File: src/rtl/spike_window_classifier.sv
// rtl/spike_window_classifier.sv - per-channel spike counting over a fixed window with serial argmax readout
// Counts run only in COUNT; SCAN walks one channel per cycle, then one extra cycle publishes the result.
module spike_window_classifier #(
  parameter int N_CH   = 8,
  parameter int CNT_W  = 8,
  parameter int WINDOW = 100,
  parameter int WIN_W  = 16
) (
  input  logic                    clk,
  input  logic                    rst,
  input  logic                    boot_mode,
  input  logic [N_CH-1:0]         edge_spike,
  input  logic                    result_ready,
  output logic                    result_valid,
  output logic [N_CH*CNT_W-1:0]   counts_out,
  output logic [$clog2(N_CH)-1:0] winner,
  output logic                    tie,
  output logic                    no_spike,
  output logic                    saturated
);
  localparam int IDX_W = $clog2(N_CH);
  localparam int SCN_W = $clog2(N_CH + 1);
  localparam logic [CNT_W-1:0] CNT_MAX   = '1;
  localparam logic [WIN_W-1:0] LAST_TICK = WIN_W'(WINDOW - 1);
  localparam logic [SCN_W-1:0] SCAN_DONE = SCN_W'(N_CH);

  typedef enum logic [1:0] {COUNT, SCAN, HOLD} state_e;

  state_e                     state_q, state_d;
  logic [N_CH-1:0][CNT_W-1:0] cnt_q, cnt_d;
  logic [WIN_W-1:0]           timer_q, timer_d;
  logic                       sat_q, sat_d;
  logic [SCN_W-1:0]           scan_q, scan_d;
  logic [CNT_W-1:0]           best_q, best_d;
  logic [IDX_W-1:0]           idx_q, idx_d;
  logic                       tie_acc_q, tie_acc_d;
  logic                       valid_q, valid_d;
  logic [N_CH*CNT_W-1:0]      counts_q, counts_d;
  logic [IDX_W-1:0]           winner_q, winner_d;
  logic                       tie_q, tie_d;
  logic                       no_spike_q, no_spike_d;
  logic                       saturated_q, saturated_d;
  logic [CNT_W-1:0]           scan_cnt;

  assign scan_cnt = cnt_q[scan_q[IDX_W-1:0]];

  always_comb begin
    state_d     = state_q;
    cnt_d       = cnt_q;
    timer_d     = timer_q;
    sat_d       = sat_q;
    scan_d      = scan_q;
    best_d      = best_q;
    idx_d       = idx_q;
    tie_acc_d   = tie_acc_q;
    valid_d     = valid_q;
    counts_d    = counts_q;
    winner_d    = winner_q;
    tie_d       = tie_q;
    no_spike_d  = no_spike_q;
    saturated_d = saturated_q;
    if (!boot_mode) begin
      unique case (state_q)
        COUNT: begin
          for (int i = 0; i < N_CH; i++) begin
            if (edge_spike[i]) begin
              if (cnt_q[i] == CNT_MAX) sat_d = 1'b1;
              else                     cnt_d[i] = cnt_q[i] + 1'b1;
            end
          end
          timer_d = timer_q + 1'b1;
          if (timer_q == LAST_TICK) begin
            state_d = SCAN;
            scan_d  = '0;
          end
        end
        SCAN: begin
          if (scan_q == SCAN_DONE) begin
            counts_d    = cnt_q;
            winner_d    = idx_q;
            tie_d       = tie_acc_q;
            no_spike_d  = (best_q == '0);
            saturated_d = sat_q;
            valid_d     = 1'b1;
            state_d     = HOLD;
          end else begin
            // strict '>' keeps the lowest index on equal counts
            if (scan_q == '0 || scan_cnt > best_q) begin
              best_d    = scan_cnt;
              idx_d     = scan_q[IDX_W-1:0];
              tie_acc_d = 1'b0;
            end else if (scan_cnt == best_q) begin
              tie_acc_d = 1'b1;
            end
            scan_d = scan_q + 1'b1;
          end
        end
        HOLD: begin
          if (result_ready) begin
            valid_d = 1'b0;
            cnt_d   = '0;
            timer_d = '0;
            sat_d   = 1'b0;
            state_d = COUNT;
          end
        end
        default: state_d = COUNT;
      endcase
    end
  end

  always_ff @(posedge clk or negedge rst) begin
    if (!rst) begin
      state_q     <= COUNT;
      cnt_q       <= '0;
      timer_q     <= '0;
      sat_q       <= 1'b0;
      scan_q      <= '0;
      best_q      <= '0;
      idx_q       <= '0;
      tie_acc_q   <= 1'b0;
      valid_q     <= 1'b0;
      counts_q    <= '0;
      winner_q    <= '0;
      tie_q       <= 1'b0;
      no_spike_q  <= 1'b0;
      saturated_q <= 1'b0;
    end else begin
      state_q     <= state_d;
      cnt_q       <= cnt_d;
      timer_q     <= timer_d;
      sat_q       <= sat_d;
      scan_q      <= scan_d;
      best_q      <= best_d;
      idx_q       <= idx_d;
      tie_acc_q   <= tie_acc_d;
      valid_q     <= valid_d;
      counts_q    <= counts_d;
      winner_q    <= winner_d;
      tie_q       <= tie_d;
      no_spike_q  <= no_spike_d;
      saturated_q <= saturated_d;
    end
  end

  assign result_valid = valid_q;
  assign counts_out   = counts_q;
  assign winner       = winner_q;
  assign tie          = tie_q;
  assign no_spike     = no_spike_q;
  assign saturated    = saturated_q;
endmodule

File: config.mk
export PLATFORM = sky130hd
export DESIGN_NAME = spike_window_classifier
export DESIGN_NICKNAME = d
export VERILOG_FILES = /design/src/rtl/spike_window_classifier.sv
export SDC_FILE = /design/constraint.sdc
export NUM_CORES = 1
export LEC_CHECK = 0
export CELL_PAD_IN_SITES_DETAIL_PLACEMENT = 1
export CELL_PAD_IN_SITES_GLOBAL_PLACEMENT = 2
export CORE_ASPECT_RATIO = 1.75
export CORE_MARGIN = 2
export CORE_UTILIZATION = 34
export DETAILED_ROUTE_END_ITERATION = 8
export PLACE_DENSITY = 0.73
export REMOVE_ABC_BUFFERS = 1
export SYNTH_ARGS = -nofsm -noshare
export SYNTH_HDL_FRONTEND = slang
export SYNTH_SLANG_ARGS = --single-unit
File: constraint.sdc
create_clock -name clk -period 3 [get_ports clk]
set_input_delay 0.75 -clock clk [delete_from_list [all_inputs] [get_ports clk]]
set_output_delay 0.75 -clock clk [all_outputs]
set_load 0.05 [all_outputs]
# After elaboration in Yosys (flattened, before gate mapping)
# Index checks and enable logic that the tools add are counted.
totals:
  reg_bits: 170
  inputBits: 12
  out_inout_bits: 71
  elab_cells: 144
op_classes:
  add_sub_neg: 10
  order_cmp: 2
  n_eq_ne: 33
  n_mux: 53
  bitwise_logic: 2
  reduce_logical: 23
op_table:
  columns: ["operator", "count"]
  rows:
  - ["8-bit two-way mux", 17]
  - ["64-bit one-hot mux with 2 select lines", 1]
  - ["8-bit by 1-bit adder with 8-bit output, second input constant", 8]
  - ["8-bit equality test, second input constant", 8]
  - ["64-bit two-way mux", 1]
  - ["2-bit != test, second input constant", 20]
  - ["5-bit AND reduction", 8]
  - ["16-bit one-hot mux with 2 select lines", 1]
  - ["8-bit binary-select mux with 3-bit select", 1]
  - ["1-bit two-way mux", 22]
  - ["4-bit AND reduction", 5]
  - ["16-bit by 1-bit adder with 16-bit output, second input constant", 1]
  - ["16-bit by 7-bit equality test with 1-bit output, second input constant", 1]
  - ["16-bit two-way mux", 1]
  - ["8-bit equality test", 1]
  - ["8-bit > comparator", 1]
  - ["8-bit logical NOT", 1]
  - ["4-bit two-way mux", 2]
  - ["4-bit one-hot mux with 2 select lines", 1]
  - ["2-bit nonzero test", 4]
  - ["2-bit two-way mux", 3]
  - ["2-bit one-hot mux with 3 select lines", 1]
  - ["3-bit AND reduction", 2]
  - ["4-bit by 1-bit adder with 4-bit output, second input constant", 1]
  - ["9 further kinds", 11]

# Logic depth before layout (Yosys ltp)
logic_depth:
  depth_word: 20
  ltp_mapped: 12
  ltp_nobuf: 10

# Least setup slack after synthesis
# Ideal clock, no wire load.
synth_timing:
  kind: "flip-flop to flip-flop"
  startpoint: "register scan_q[1]"
  endpoint: "register best_q[1]"
  setup_ps: 125
  t_arrival_ps: 2718
  t_required_ps: 2875
  setup_slack_ps: 157
  path_stages_with_launch: 11
  n_path_buf: 3
  period_less_slack_ps: 2843
  path_cell_list: "dfrtp_1 -> buf_2 -> buf_1 -> mux2i_1 -> a221oi_1 -> ha_1 -> a211oi_1 -> o21ai_0 -> o21ai_0 -> buf_2 -> mux2_2"
synth_between:
  elab_chain_len: 5
  elab_cells_between_ends: 8
  classes_between: "order compare (1); eq/ne (1); mux (2); bitwise (1); reduce/logical (3)"
synth_rtl:
  columns: ["element", "line_no", "text"]
  rows:
  - ["from (decl)", "33", "logic [SCN_W-1:0] scan_q, scan_d;"]
  - ["from (signal assigned)", "133", "scan_q <= scan_d;"]
  - ["8-bit binary-select mux with 3-bit select", "45", "assign scan_cnt = cnt_q[scan_q[IDX_W-1:0]];"]
  - ["8-bit two-way mux (implied by the code)", "45", null]
  - ["named net scan_cnt[5]", "43", "logic [CNT_W-1:0] scan_cnt;"]
  - ["8-bit > comparator", "88", "if (scan_q == '0 || scan_cnt > best_q) begin"]
  - ["1-bit logical OR", "88", null]
  - ["4-bit AND reduction (no source line)", null, null]
  - ["to (signal assigned)", "134", "best_q <= best_d;"]
  - ["to (decl)", "34", "logic [CNT_W-1:0] best_q, best_d;"]
# The timed path passes the listed nets, and every way through them passes these cells. The select of a mux whose other input is x is not followed.
# A chain may end at the register's enable or synchronous reset.

# Worst setup path after layout
layout_timing:
  startpoint: "register scan_q[1]"
  endpoint: "register best_q[3]"
# Same word-level chain as after synthesis.

==> metrics.csv <==
metric,value,unit
first_pass_iters,6,
crit_fanout,25,
place_ws,-0.0352,ns
worst_setup_path_end_kind,flip-flop,
holdWs,0.236,ns
required,3.34,ns
rows,77,
finalPower,0.0105,W
start_kind,flip-flop,
yosysTopAreaCell,dfrtp_1,
ys_warn_count,0,
drtIter0Drc,187,
die_w,125,microns
holdBufCountCts,0,
cap_viol_max_count,0,
ios,83,
routabilityCongestion,0.870,
cts_tree,yes,
die_y,216,microns
clk_pin_slew_worst_paths,0.07,ns
hold_class,in2async,
clock.fmax,346,MHz
status,finished clean,
hpwl,20.7,mm
peakVddDrop,0.000487,V
synth_cells,823,
clk_path_buf_depth,2,
hold_violations,0,
clock_latency,0.46,ns
finalClockSkew,0.0116,ns
first_global_vias,7499,
wl,27.4,mm
start_util,34.5,%
crit_type,reg2reg,
grt-ovfl-total,0,
p_per_area,946,mW/mm^2
htreeDepth,4,
synth.area.top_cells,"dfrtp_1, mux2_2, ha_1",
wl_per_cell,21.2,microns
worst_pin_slew,0.727,ns
setup_viol,0,
nets,996,
synth_edf_count,0,
finalCritPeriodShare,96.4,%
num_vias,7063,
synth_top_area_share,48.9,%
cts_root_buf,clkbuf_16,
grt_antenna_before_repair,0,
tns,0,ns
fp.dieArea,0.0269,sq mm
r2r_start,scan_q[1],
fin_crit,2.89,ns
synth_most_common_cell,dfrtp_1,
port_buffers,82,
synth.cell_area,0.00870,sq mm
critical_path_arrival,3.23,ns
ys_ff_latch,170,
vias_per_cell,5.47,
p_leak,4.77,nW
ys_seq_area_share,48.9,%
worst_slack,0.109,ns
syn_to_final_growth,27.6,%
drive_gt1_share,23.2,%
cts.sink_count,170,
core,0.0252,sq mm
track_usage,21.1,%
ys.flop_type,dfrtp_1,
crit_start,scan_q[1],
maxSlewViolCount,0,
yosys-top-cells-count,"dfrtp_1, mux2_2, nor2_1",
syn_area_per_cell,10.6,sq um
grt_max_degree,60,
cts_made_buffers,17,
drc,0,
grt_pass1_wl,43.5,mm
yosysUniqueCellTypes,58,
drtAntennaViolNets,0,
timing.slew.headroom,51.0,%
synthArstFlopShare,100,%
n_antenna_cell,0,
## cell families (layout without fill, tap and decap cells)
family	count (synthesis)	in the layout	share of synthesized area, %
muxes	116	116	14.9
xor gates and xnor gates	29	29	2.92
DFF	170	170	48.9
and+or+nand+nor	284	284	16.4
AOI/OAI and AO/OA	135	135	10.8
buffers and inverters	67	219	2.96
adders and majority gates	22	22	3.16
## state kept, by name (all words and copies together) (netlist names)
register	flops
timer_q	16
no_spike	1
sat_q	1
best_q	8
scan_q	4
state_q	2
tie_acc_q	1
tie	1
saturated	1
counts_out	64
cnt_q	64
result_valid	1
idx_q	3
winner	3
## cell usage in the layout, fill, tap and decap left out, types with 5 or more instances in the layout
master,count
dfrtp_1,169
mux2_2,96
clkdlybuf4s50_1,81
buf_4,76
nor2_1,66
nand2_1,54
nand3_1,54
o21ai_0,40
xnor2_1,26
inv_1,22
ha_1,21
mux2i_1,19
a21oi_1,18
nand4_1,17
clkbuf_16,17
nor3_1,16
nor4_1,14
and3_1,12
o22ai_1,9
a221o_1,9
nor2b_1,8
nand2b_1,7
a211oi_1,6
a31oi_1,6
a32o_1,6
or3_1,6
nand3b_1,6
buf_12,6
a221oi_1,5
or4_1,5
a2111oi_0,5
nor3b_1,5
## per-layer routing
layer  track usage [%]  up-vias  part of all wire (%)
met1              22.5     3606                    38
met3              3.17       41                   2.5
met4              10.1        0                   3.8
met5                 0        -                     0
met2              39.9      113                    56
li1                  -     3303                     -
## path summary, 6_finish.rpt
path / to / slack (ns) / depth (start not counted)
max in group asynchronous: cnt_q[13] / 2.03 / 2
min: counts_out[56] / 0.24 / 1
max: best_q[3] / 0.11 / 11
max reg2reg: best_q[3] / 0.11 / 11
min reg2reg: counts_out[54] / 0.50 / 1
min in group clk: counts_out[54] / 0.50 / 1
## timing repair
item / in CTS / in global routing
gates resized for setup: 1 / 6
pin swaps: 0 / 1
endpoints found under the setup margin: 7 / 10
setup buffers: 0 / 1
## worst max-delay path: stages, from the launching register on
cell and delay [ns]:
dfrtp_2 0.44, buf_12 0.18, mux2_2 0.25, o22ai_1 0.09, a221oi_1 0.32, ha_1 0.30, nand2_1 0.15, o21bai_1 0.14
a21oi_1 0.09, o21ai_0 0.23, buf_4 0.22, mux2_2 0.35
## final cells by class
type	count	area (sq um)
multi-input combinational	586	4230
fill	2788	14100
tap	316	395
clock buffer	20	457
sequential	170	4260
inverter	23	86.3
timing repair buffer	164	1510
clock inverter	12	161
## through the flow
step                      instance area [sq um]  utilization, %  std cells
after floorplan                            8530               -        779
after global placement                    10400            41.4       1258
after detailed placement                  10400            41.4       1258
after CTS                                 11100            43.8       1290
after global routing                      11100            44.0       1291
final                                     11100            44.0       1291
## where the power goes
group          switching (W)  total (W)  internal (W)
registers           0.000564    0.00340       0.00284
logic                0.00279    0.00474       0.00195
clock network       0.000996    0.00236       0.00136
total                0.00435     0.0105       0.00615
No activity file was read; power rests on OpenSTA's default activity.
